`config.mk`:
```
export PLATFORM = sky130hd
export DESIGN_NAME = turbo_encoder_top
export DESIGN_NICKNAME = d
export VERILOG_FILES = /design/src/rtl/turbo_encoder_top.sv
export SDC_FILE = /design/constraint.sdc
export NUM_CORES = 1
export LEC_CHECK = 0
export CORE_MARGIN = 2
export CORE_UTILIZATION = 50
export CTS_CLUSTER_DIAMETER = 30
export DETAILED_ROUTE_END_ITERATION = 8
export GPL_TIMING_DRIVEN = 0
export MAX_ROUTING_LAYER = met4
export PLACE_DENSITY_LB_ADDON = 0.3
export SLEW_MARGIN = 20
export SYNTH_ARGS = -nofsm -noshare
export SYNTH_HDL_FRONTEND = slang
export SYNTH_SLANG_ARGS = --single-unit
```
`constraint.sdc`:
```
create_clock -name clk_dp -period 3.45 [get_ports clk_dp]
set_input_delay 0.69 -clock clk_dp [delete_from_list [all_inputs] [get_ports clk_dp]]
set_output_delay 0.69 -clock clk_dp [all_outputs]
set_load 0.02 [all_outputs]
```
`src/rtl/turbo_encoder_top.sv`:
```
// Rate-1/3 LTE-style turbo encoder with QPP interleaver and trellis termination.
// Ports: clk_dp/rst (sync, active-low); data_in/in_valid/in_ready load four 64-bit
//   info words; data_out/addr_out/we_encode stream 262 channel words {sys,p1,p2};
//   busy covers encoding and tails, done pulses with the write of word 261.
module turbo_encoder_top #(
   parameter logic signed [15:0] MAG = 16'sd1024,
   parameter int                 K   = 256
) (
   input  logic        clk_dp,
   input  logic        rst,
   input  logic [63:0] data_in,
   input  logic        in_valid,
   output logic        in_ready,
   output logic [47:0] data_out,
   output logic [8:0]  addr_out,
   output logic        we_encode,
   output logic        busy,
   output logic        done
);

   typedef enum logic [2:0] {
      IDLE  = 3'd0,
      LOAD  = 3'd1,
      ENC   = 3'd2,
      TAIL1 = 3'd3,
      TAIL2 = 3'd4
   } state_t;

   localparam logic [15:0] POS      = MAG;
   localparam logic [15:0] NEG      = 16'(-MAG);
   localparam logic [7:0]  LAST_BIT = 8'(K - 1);

   function automatic logic [15:0] bpsk(input logic b);
      return b ? NEG : POS;
   endfunction

   state_t      state_q, state_d;
   logic [1:0]  word_cnt_q, word_cnt_d;
   logic [7:0]  bit_idx_q, bit_idx_d;
   logic [1:0]  tail_cnt_q, tail_cnt_d;
   logic [7:0]  pi_q, pi_d;        // interleaved read index for RSC2
   logic [7:0]  g_q, g_d;          // QPP first difference
   logic [2:0]  r1_q, r1_d;        // RSC1 state: [0]=s1 [1]=s2 [2]=s3
   logic [2:0]  r2_q, r2_d;        // RSC2 state, same layout
   logic [K-1:0] info_q;

   logic        in_ready_d, busy_d, we_d, done_d;
   logic [47:0] dat_d;
   logic [8:0]  addr_d;

   logic        accept;
   logic        u1, u2;
   logic        a1, a2, z1, z2;
   logic        t_u, t_z;

   // in_ready is a register so it reads 0 while reset is held even though the
   // state is already IDLE; acceptance must use the registered value.
   assign accept = in_valid && in_ready;
   assign u1     = info_q[bit_idx_q];
   assign u2     = info_q[pi_q];

   always_comb begin
      state_d    = state_q;
      word_cnt_d = word_cnt_q;
      bit_idx_d  = bit_idx_q;
      tail_cnt_d = tail_cnt_q;
      pi_d       = pi_q;
      g_d        = g_q;
      r1_d       = r1_q;
      r2_d       = r2_q;
      we_d       = 1'b0;
      done_d     = 1'b0;
      dat_d      = '0;
      addr_d     = '0;
      a1         = 1'b0;
      a2         = 1'b0;
      z1         = 1'b0;
      z2         = 1'b0;
      t_u        = 1'b0;
      t_z        = 1'b0;

      unique case (state_q)
         IDLE, LOAD: begin
            if (accept) begin
               word_cnt_d = word_cnt_q + 2'd1;
               if (word_cnt_q == 2'd3) begin
                  state_d   = ENC;
                  bit_idx_d = '0;
                  pi_d      = '0;
                  g_d       = 8'd47;
                  r1_d      = '0;
                  r2_d      = '0;
               end else begin
                  state_d = LOAD;
               end
            end
         end

         ENC: begin
            a1   = u1 ^ r1_q[1] ^ r1_q[2];
            z1   = a1 ^ r1_q[0] ^ r1_q[2];
            a2   = u2 ^ r2_q[1] ^ r2_q[2];
            z2   = a2 ^ r2_q[0] ^ r2_q[2];
            r1_d = {r1_q[1], r1_q[0], a1};
            r2_d = {r2_q[1], r2_q[0], a2};
            we_d   = 1'b1;
            dat_d  = {bpsk(u1), bpsk(z1), bpsk(z2)};
            addr_d = {1'b0, bit_idx_q};
            bit_idx_d = bit_idx_q + 8'd1;
            // Second-order QPP recurrence: pi += g, g += 2*32 (mod 256).
            pi_d = pi_q + g_q;
            g_d  = g_q + 8'd64;
            if (bit_idx_q == LAST_BIT) begin
               state_d    = TAIL1;
               tail_cnt_d = '0;
            end
         end

         TAIL1: begin
            // Feeding u = s2^s3 forces the feedback bit a to 0, flushing the state.
            t_u  = r1_q[1] ^ r1_q[2];
            t_z  = r1_q[0] ^ r1_q[2];
            r1_d = {r1_q[1], r1_q[0], 1'b0};
            we_d   = 1'b1;
            dat_d  = {bpsk(t_u), bpsk(t_z), POS};
            addr_d = 9'd256 + {7'd0, tail_cnt_q};
            tail_cnt_d = tail_cnt_q + 2'd1;
            if (tail_cnt_q == 2'd2) begin
               state_d    = TAIL2;
               tail_cnt_d = '0;
            end
         end

         TAIL2: begin
            t_u  = r2_q[1] ^ r2_q[2];
            t_z  = r2_q[0] ^ r2_q[2];
            r2_d = {r2_q[1], r2_q[0], 1'b0};
            we_d   = 1'b1;
            dat_d  = {bpsk(t_u), POS, bpsk(t_z)};
            addr_d = 9'd259 + {7'd0, tail_cnt_q};
            tail_cnt_d = tail_cnt_q + 2'd1;
            if (tail_cnt_q == 2'd2) begin
               state_d    = IDLE;
               tail_cnt_d = '0;
               word_cnt_d = '0;
               done_d     = 1'b1;
            end
         end

         default: begin
            state_d = IDLE;
         end
      endcase

      in_ready_d = (state_d == IDLE) || (state_d == LOAD);
      busy_d     = (state_d == ENC) || (state_d == TAIL1) || (state_d == TAIL2);
   end

   always_ff @(posedge clk_dp) begin
      if (!rst) begin
         state_q    <= IDLE;
         word_cnt_q <= '0;
         bit_idx_q  <= '0;
         tail_cnt_q <= '0;
         pi_q       <= '0;
         g_q        <= '0;
         r1_q       <= '0;
         r2_q       <= '0;
         in_ready   <= 1'b0;
         busy       <= 1'b0;
         we_encode  <= 1'b0;
         done       <= 1'b0;
         data_out   <= '0;
         addr_out   <= '0;
      end else begin
         state_q    <= state_d;
         word_cnt_q <= word_cnt_d;
         bit_idx_q  <= bit_idx_d;
         tail_cnt_q <= tail_cnt_d;
         pi_q       <= pi_d;
         g_q        <= g_d;
         r1_q       <= r1_d;
         r2_q       <= r2_d;
         in_ready   <= in_ready_d;
         busy       <= busy_d;
         we_encode  <= we_d;
         done       <= done_d;
         data_out   <= dat_d;
         addr_out   <= addr_d;
      end
   end

   // Info buffer needs no reset: a new block always overwrites all four words
   // before it is read, and it is only written in IDLE/LOAD.
   always_ff @(posedge clk_dp) begin
      if (rst && accept && ((state_q == IDLE) || (state_q == LOAD))) begin
         info_q[{word_cnt_q, 6'd0} +: 64] <= data_in;
      end
   end

endmodule

```
[Yosys cells after proc, flatten, opt, wreduce, memory -nomap -nowiden]
Cells that the tools add are included.
Operators by class
  $add $sub $neg: 8
  magnitude comparators: 2
  eq/ne operators: 15
  shifts and indexed selects: 2
  mux-type cells: 39
  bitwise operators: 12
  reductions and logical operators: 23
Operators by type and width (count)
  bitwise mux 256 bit: 1
  variable shift 64 x 10 -> 256 bit, first input constant: 1
  variable part select 64 x 10 -> 256 bit: 1
  case mux 48 bit (3 select lines): 1
  two-way mux 16 bit: 7
  case mux 8 bit (2 select lines): 3
  two-way mux 8 bit: 4
  case mux 9 bit (3 select lines): 1
  adder 9 x 2 -> 9 bit, first input constant: 2
  < comparator 8 x 9 -> 1 bit, second input constant: 2
  two-way mux 3 bit: 6
  case mux 3 bit (3 select lines): 2
  binary-select mux 1 bit (select 8 bit): 2
  equality test 3 x 2 -> 1 bit, second input constant: 4
  case mux 3 bit (4 select lines): 1
  AND reduction 3 bit: 4
  bitwise XOR 1 bit: 12
  two-way mux 2 bit: 5
  negator 8 -> 10 bit: 1
  adder 8 x 1 -> 8 bit, second input constant: 1
  adder 8 x 7 -> 8 bit, second input constant: 1
  adder 8 bit: 1
  equality test 8 bit, second input constant: 1
  inequality test 2 bit, second input constant: 4
  other kinds (14): 33
Storage, ports and cells
  register bits: 354
  bits of input ports: 67
  output and inout port bits: 61
  logic and storage cells: 116

[Longest topological paths before layout]
  depth after elaboration: 8
  depth in mapped cells: 12
  depth with buffers taken out: 9

[Least setup slack after synthesis]
No wires, ideal clock.
  path kind: input to register
  start point: in in_valid
  end point: reg info_q[0], enable pin
  setup time: 0.429 ns
  arrival time: 2.773 ns
  data required time: 3.021 ns
  setup slack: 0.248 ns
  stages on the path: 3
  buffers on the path: 0
  path through: nand2_1 > nor3_1 > and3_1
On the way
  cells in the longest elaborated chain, start to end: 3
Ends and longest elaborated chain
  from (decl): RTL line 12  | input logic in_valid,
  logical AND 1 bit: RTL line 58  | assign accept = in_valid && in_ready;
  logical AND 1 bit (2 in series): RTL line 196  | if (rst && accept && ((state_q == IDLE) || (state_q == LOAD))) begin
  to (signal, indexed assignment): RTL line 197  | info_q[{word_cnt_q, 6'd0} +: 64] <= data_in;
  to (decl): RTL line 45  | logic [K-1:0] info_q;
No other way between the ends.
A chain may end at the register's enable or synchronous reset.

[Final worst setup path]
  start point: reg bit_idx_q[2]
  end point: reg r1_q[0]
On the way
  cells in the longest elaborated chain, start to end: 5
Ends and longest elaborated chain
  from (decl): RTL line 39  | logic [7:0] bit_idx_q, bit_idx_d;
  from (signal assigned): RTL line 178  | bit_idx_q <= bit_idx_d;
  binary-select mux 1 bit (select 8 bit): RTL line 59  | assign u1 = info_q[bit_idx_q];
  two-way mux 1 bit (not written as such): RTL line 59
  bitwise XOR 1 bit (2 in series): RTL line 100  | a1 = u1 ^ r1_q[1] ^ r1_q[2];
  case mux 3 bit (3 select lines): RTL line 82  | unique case (state_q)
  to (signal assigned): RTL line 182  | r1_q <= r1_d;
  to (decl): RTL line 43  | logic [2:0] r1_q, r1_d;
No other way between the ends. The select of a mux whose other input is x is not followed.

==> results.sh <==
export IMPL_outcome="completed"
export IMPL_regToRegStartpoint="bit_idx_q[2]"
export IMPL_grt_util_all_layers_pct=34.6
export IMPL_syn_area_per_cell_um2=13.3
export IMPL_wire_length_of_the_first_global_routing_pass_um=80200
export IMPL_postRouteWirelength_um=56600
export IMPL_post_synth_top_count_cell="and2_1"
export IMPL_fillCellCount=2398
export IMPL_tmin_final_ns=3.42
export IMPL_number_of_flops_mapped_to_enable_cells_by_yosys=256
export IMPL_layout_area_seq_um2=8670
export IMPL_initialDrtViolationCount=1754
export IMPL_path_class="reg2reg"
export IMPL_largest_net_degree_at_the_start_of_global_routing=41
export IMPL_syn2layout_area_growth_pct=25.3
export IMPL_fin_hold_ws_ns=0.529
export IMPL_worst_skew_pair_late_latency_ns=0.57
export IMPL_post_synth_main_area_contributors="edfxtp_1, mux4_2, and2_1, dfxtp_1, buf_4"
export IMPL_max_clock_freq_ghz=0.293
export IMPL_synth_warning_count=0
export IMPL_cp_arrival_ns=3.88
export IMPL_slowest_stage="clkbuf_1"
export IMPL_syn_instance_count=1230
export IMPL_postSynthRegisterBits=305
export IMPL_drtPass1Iterations=6
export IMPL_max_cap_violations=0
export IMPL_grt_pass1_vias=11782
export IMPL_ioPinCount=128
export IMPL_critical_path_startpoint_type="flip-flop"
export IMPL_synth_adder_area_share_pct=1.42
export IMPL_synth_seq_area_share_pct=52.8
export IMPL_gp_congestion=0.997
export IMPL_synth_simple_gate_area_share_pct=16.0
export IMPL_clock_tree_root_cell="clkbuf_16"
export IMPL_gr_total_overflow=0
export IMPL_power_density_nw_per_um2=542
export IMPL_finalClockSkew_ns=0.0269
export IMPL_synth_main_ff_cell="edfxtp_1"
export IMPL_yosys_area_top_type_share_pct=46.9
export IMPL_cts_hold_fix_buffers=0
export IMPL_crit_path_launch="bit_idx_q[2]"
export IMPL_critical_path_max_stage_delay_ns=0.70
export IMPL_total_cts_buffers=67
export IMPL_yosys_area_share_xor_xnor_pct=0.854
export IMPL_cell_breakdown_of_the_critical_path="buf_2 > clkbuf_1 > nand2_1 > o221ai_2 > o31ai_1 > a221oi_1 > o221ai_1 > a21oi_2 > nor2b_1 > a32o_1"
export IMPL_synth_compound_gate_area_share_pct=5.99
export IMPL_cts_tree="done"
export IMPL_min_delay_path_class="reg2reg"
export IMPL_synth_top_cells_by_count="and2_1, edfxtp_1, mux4_2"
export IMPL_worstPathBufferInverterCount=2
export IMPL_core_region_area_um2=32500
export IMPL_synth_cell_types=71
export IMPL_synth_largest_area_cell="edfxtp_1"
export IMPL_post_route_drc_count=0
export IMPL_crit_required_ns=3.91
export IMPL_cellLeakagePower_nw=7.23
export IMPL_async_reset_ff_share_pct=0
export IMPL_postRouteAntennaNets=0
export IMPL_final_setup_viol_count=0
export IMPL_clk_pin_slew_worst_paths_ns=0.05
export IMPL_tightestPinTransition_ns=1.18
export IMPL_slew_violations=0
export IMPL_grt_setup_unrepaired="yes"
export IMPL_worst_path_dominant_cell_family="compound AO/OA/AOI/OAI gates"
export IMPL_routed_via_density=6.41
export IMPL_final_area_um2=20600
export IMPL_multi_input_comb_area_um2=7100
export IMPL_finalHoldViolations=0
export IMPL_routed_via_count=12384
export IMPL_final_layout_size_suffix_gt1_share_pct=22.3
export IMPL_hp_start="r1_q[1]"
export IMPL_antenna_found_initial=3
export IMPL_htree_num_levels=3
export IMPL_post_route_period_util_pct=99.1
export IMPL_muxShareOfSynthArea_pct=18.1
export IMPL_placed_area_um2=18200
export IMPL_tritoncts_num_sinks=305
export IMPL_die_area_um2=34300
export IMPL_die_width_um=185
export IMPL_worst_setup_path_end_kind="flip-flop"
export IMPL_worst_path_maximum_fanout=10
export IMPL_buffers_added_on_ports=96
export IMPL_worst_ir_drop_vdd_v=0.000536
export IMPL_placementRows=66
export IMPL_wl_per_cell_um=29.3
export IMPL_die_height_um=185
export IMPL_initial_utilization_pct=50.5
export IMPL_synth_top_family_by_area="multiplexers"
export IMPL_synthesis_area_um2=16400
export IMPL_final_stage_net_count=1518
export IMPL_slew_limit_headroom_pct=21.2
export IMPL_dp_hpwl_um=39000
export IMPL_clock_tree_buffer_depth=3
==> per-layer routing <==
metal  track usage (%)  vias up  part of all wire (%)
met5                 -        -                     0
met4              16.3        0                   5.0
met3              10.0      181                    13
met2              50.7     1038                    45
met1              44.6     6155                    37
li1                  -     5010                     -
==> final cells by class <==
class	instances	share of cell area [%]
sequential	305	42.2
multi-input combinational	810	34.5
clock buffer	75	8.71
timing repair buffer	105	5.26
buffer	128	3.72
tap	442	2.69
clock inverter	47	2.60
inverter	16	0.292
antenna	3	0.0365
==> kinds of logic (layout without fill, tap and decap cells) <==
group | after synthesis | count (layout)
adders and majority gates | 18 | 18
muxes | 152 | 152
AOI/OAI and AO/OA | 136 | 136
DFF | 305 | 305
xor gates and xnor gates | 16 | 16
other | 1 | 33
and+or+nand+nor | 458 | 458
buffers and inverters | 144 | 371
==> path summary, 6_finish.rpt <==
check                           endpoint  slack, ns  cells after the start
worst max-delay path             r1_q[0]       0.03                     10
worst min register to register   r1_q[1]       0.53                      1
worst min-delay path             r1_q[1]       0.53                      1
worst max register to register   r1_q[0]       0.03                     10
==> what timing repair did <==
| action | 4_1_cts | 5_1_grt |
|---|---|---|
| endpoints found under the hold margin | 0 | 0 |
| gates resized for setup | 8 | 9 |
| endpoints found under the setup margin | 5 | 3 |
| pin swaps | 1 | 0 |
| cloned | 0 | 0 |
| buffers inserted | 1 | 0 |
==> flip-flops by register name, summed over array words and instances (netlist names) <==
register    count
tail_cnt_q      2
bit_idx_q       8
done            1
g_q             3
r1_q            3
info_q        256
pi_q            8
r2_q            3
in_ready        1
we_encode       1
word_cnt_q      2
data_out        4
addr_out        9
busy            1
state_q         3
==> worst register-to-register path, cell delays in order (launching register included) <==
cell	delay [ns]
dfxtp_1	0.49
buf_2	0.40
clkbuf_1	0.70
nand2_1	0.14
o221ai_2	0.28
o31ai_1	0.12
a221oi_1	0.33
o221ai_1	0.29
a21oi_2	0.22
nor2b_1	0.08
a32o_1	0.25
==> through the flow <==
| step | setup WS [ns] | setup TNS [ns] | utilization [%] | cells | power [mW] |
|---|---|---|---|---|---|
| floorplan | 0.248 | 0 | - | 1259 | 4.35 |
| global placement | -1.37 | -377.97 | 55.5 | 1797 | 4.60 |
| detailed placement | -0.223 | -0.885 | 56.0 | 1805 | 4.62 |
| CTS | 0.0664 | 0 | 63.3 | 1928 | 11.1 |
| global route | -0.0104 | -0.0104 | 63.3 | 1930 | 11.4 |
| finish | 0.0322 | 0 | 63.4 | 1931 | 11.1 |
==> placed cells by master, fill, tap and decap left out, types with 8 or more instances in the layout <==
master           netlist  layout
a21oi_1               31      31
a22oi_1               38      38
and2_1               263     263
buf_2                 20      11
buf_4                 50      59
bufinv_16              0       8
clkbuf_1              50      51
clkbuf_16              0      70
clkdlybuf4s50_1        0      96
clkinv_1               4      11
clkinvlp_4             0       8
conb_1                 1      30
dfxtp_1               49      48
edfxtp_1             256     256
ha_1                  17      17
inv_1                 12      12
mux2i_1               34      34
mux4_2               115     115
nand2_1               39      39
nand3_1               19      19
nand4_1               10      10
nor2_1                56      56
nor2b_1               15      14
nor3_1                12      11
xnor2_1                9       9
==> power by group <==
group          internal, mW  switching (mW)  leakage, nW
Sequential             4.04          0.0266         2.90
Combinational         0.202           0.302         3.22
Clock                  4.38            2.20         1.12
(Power assumes the default switching activity.)
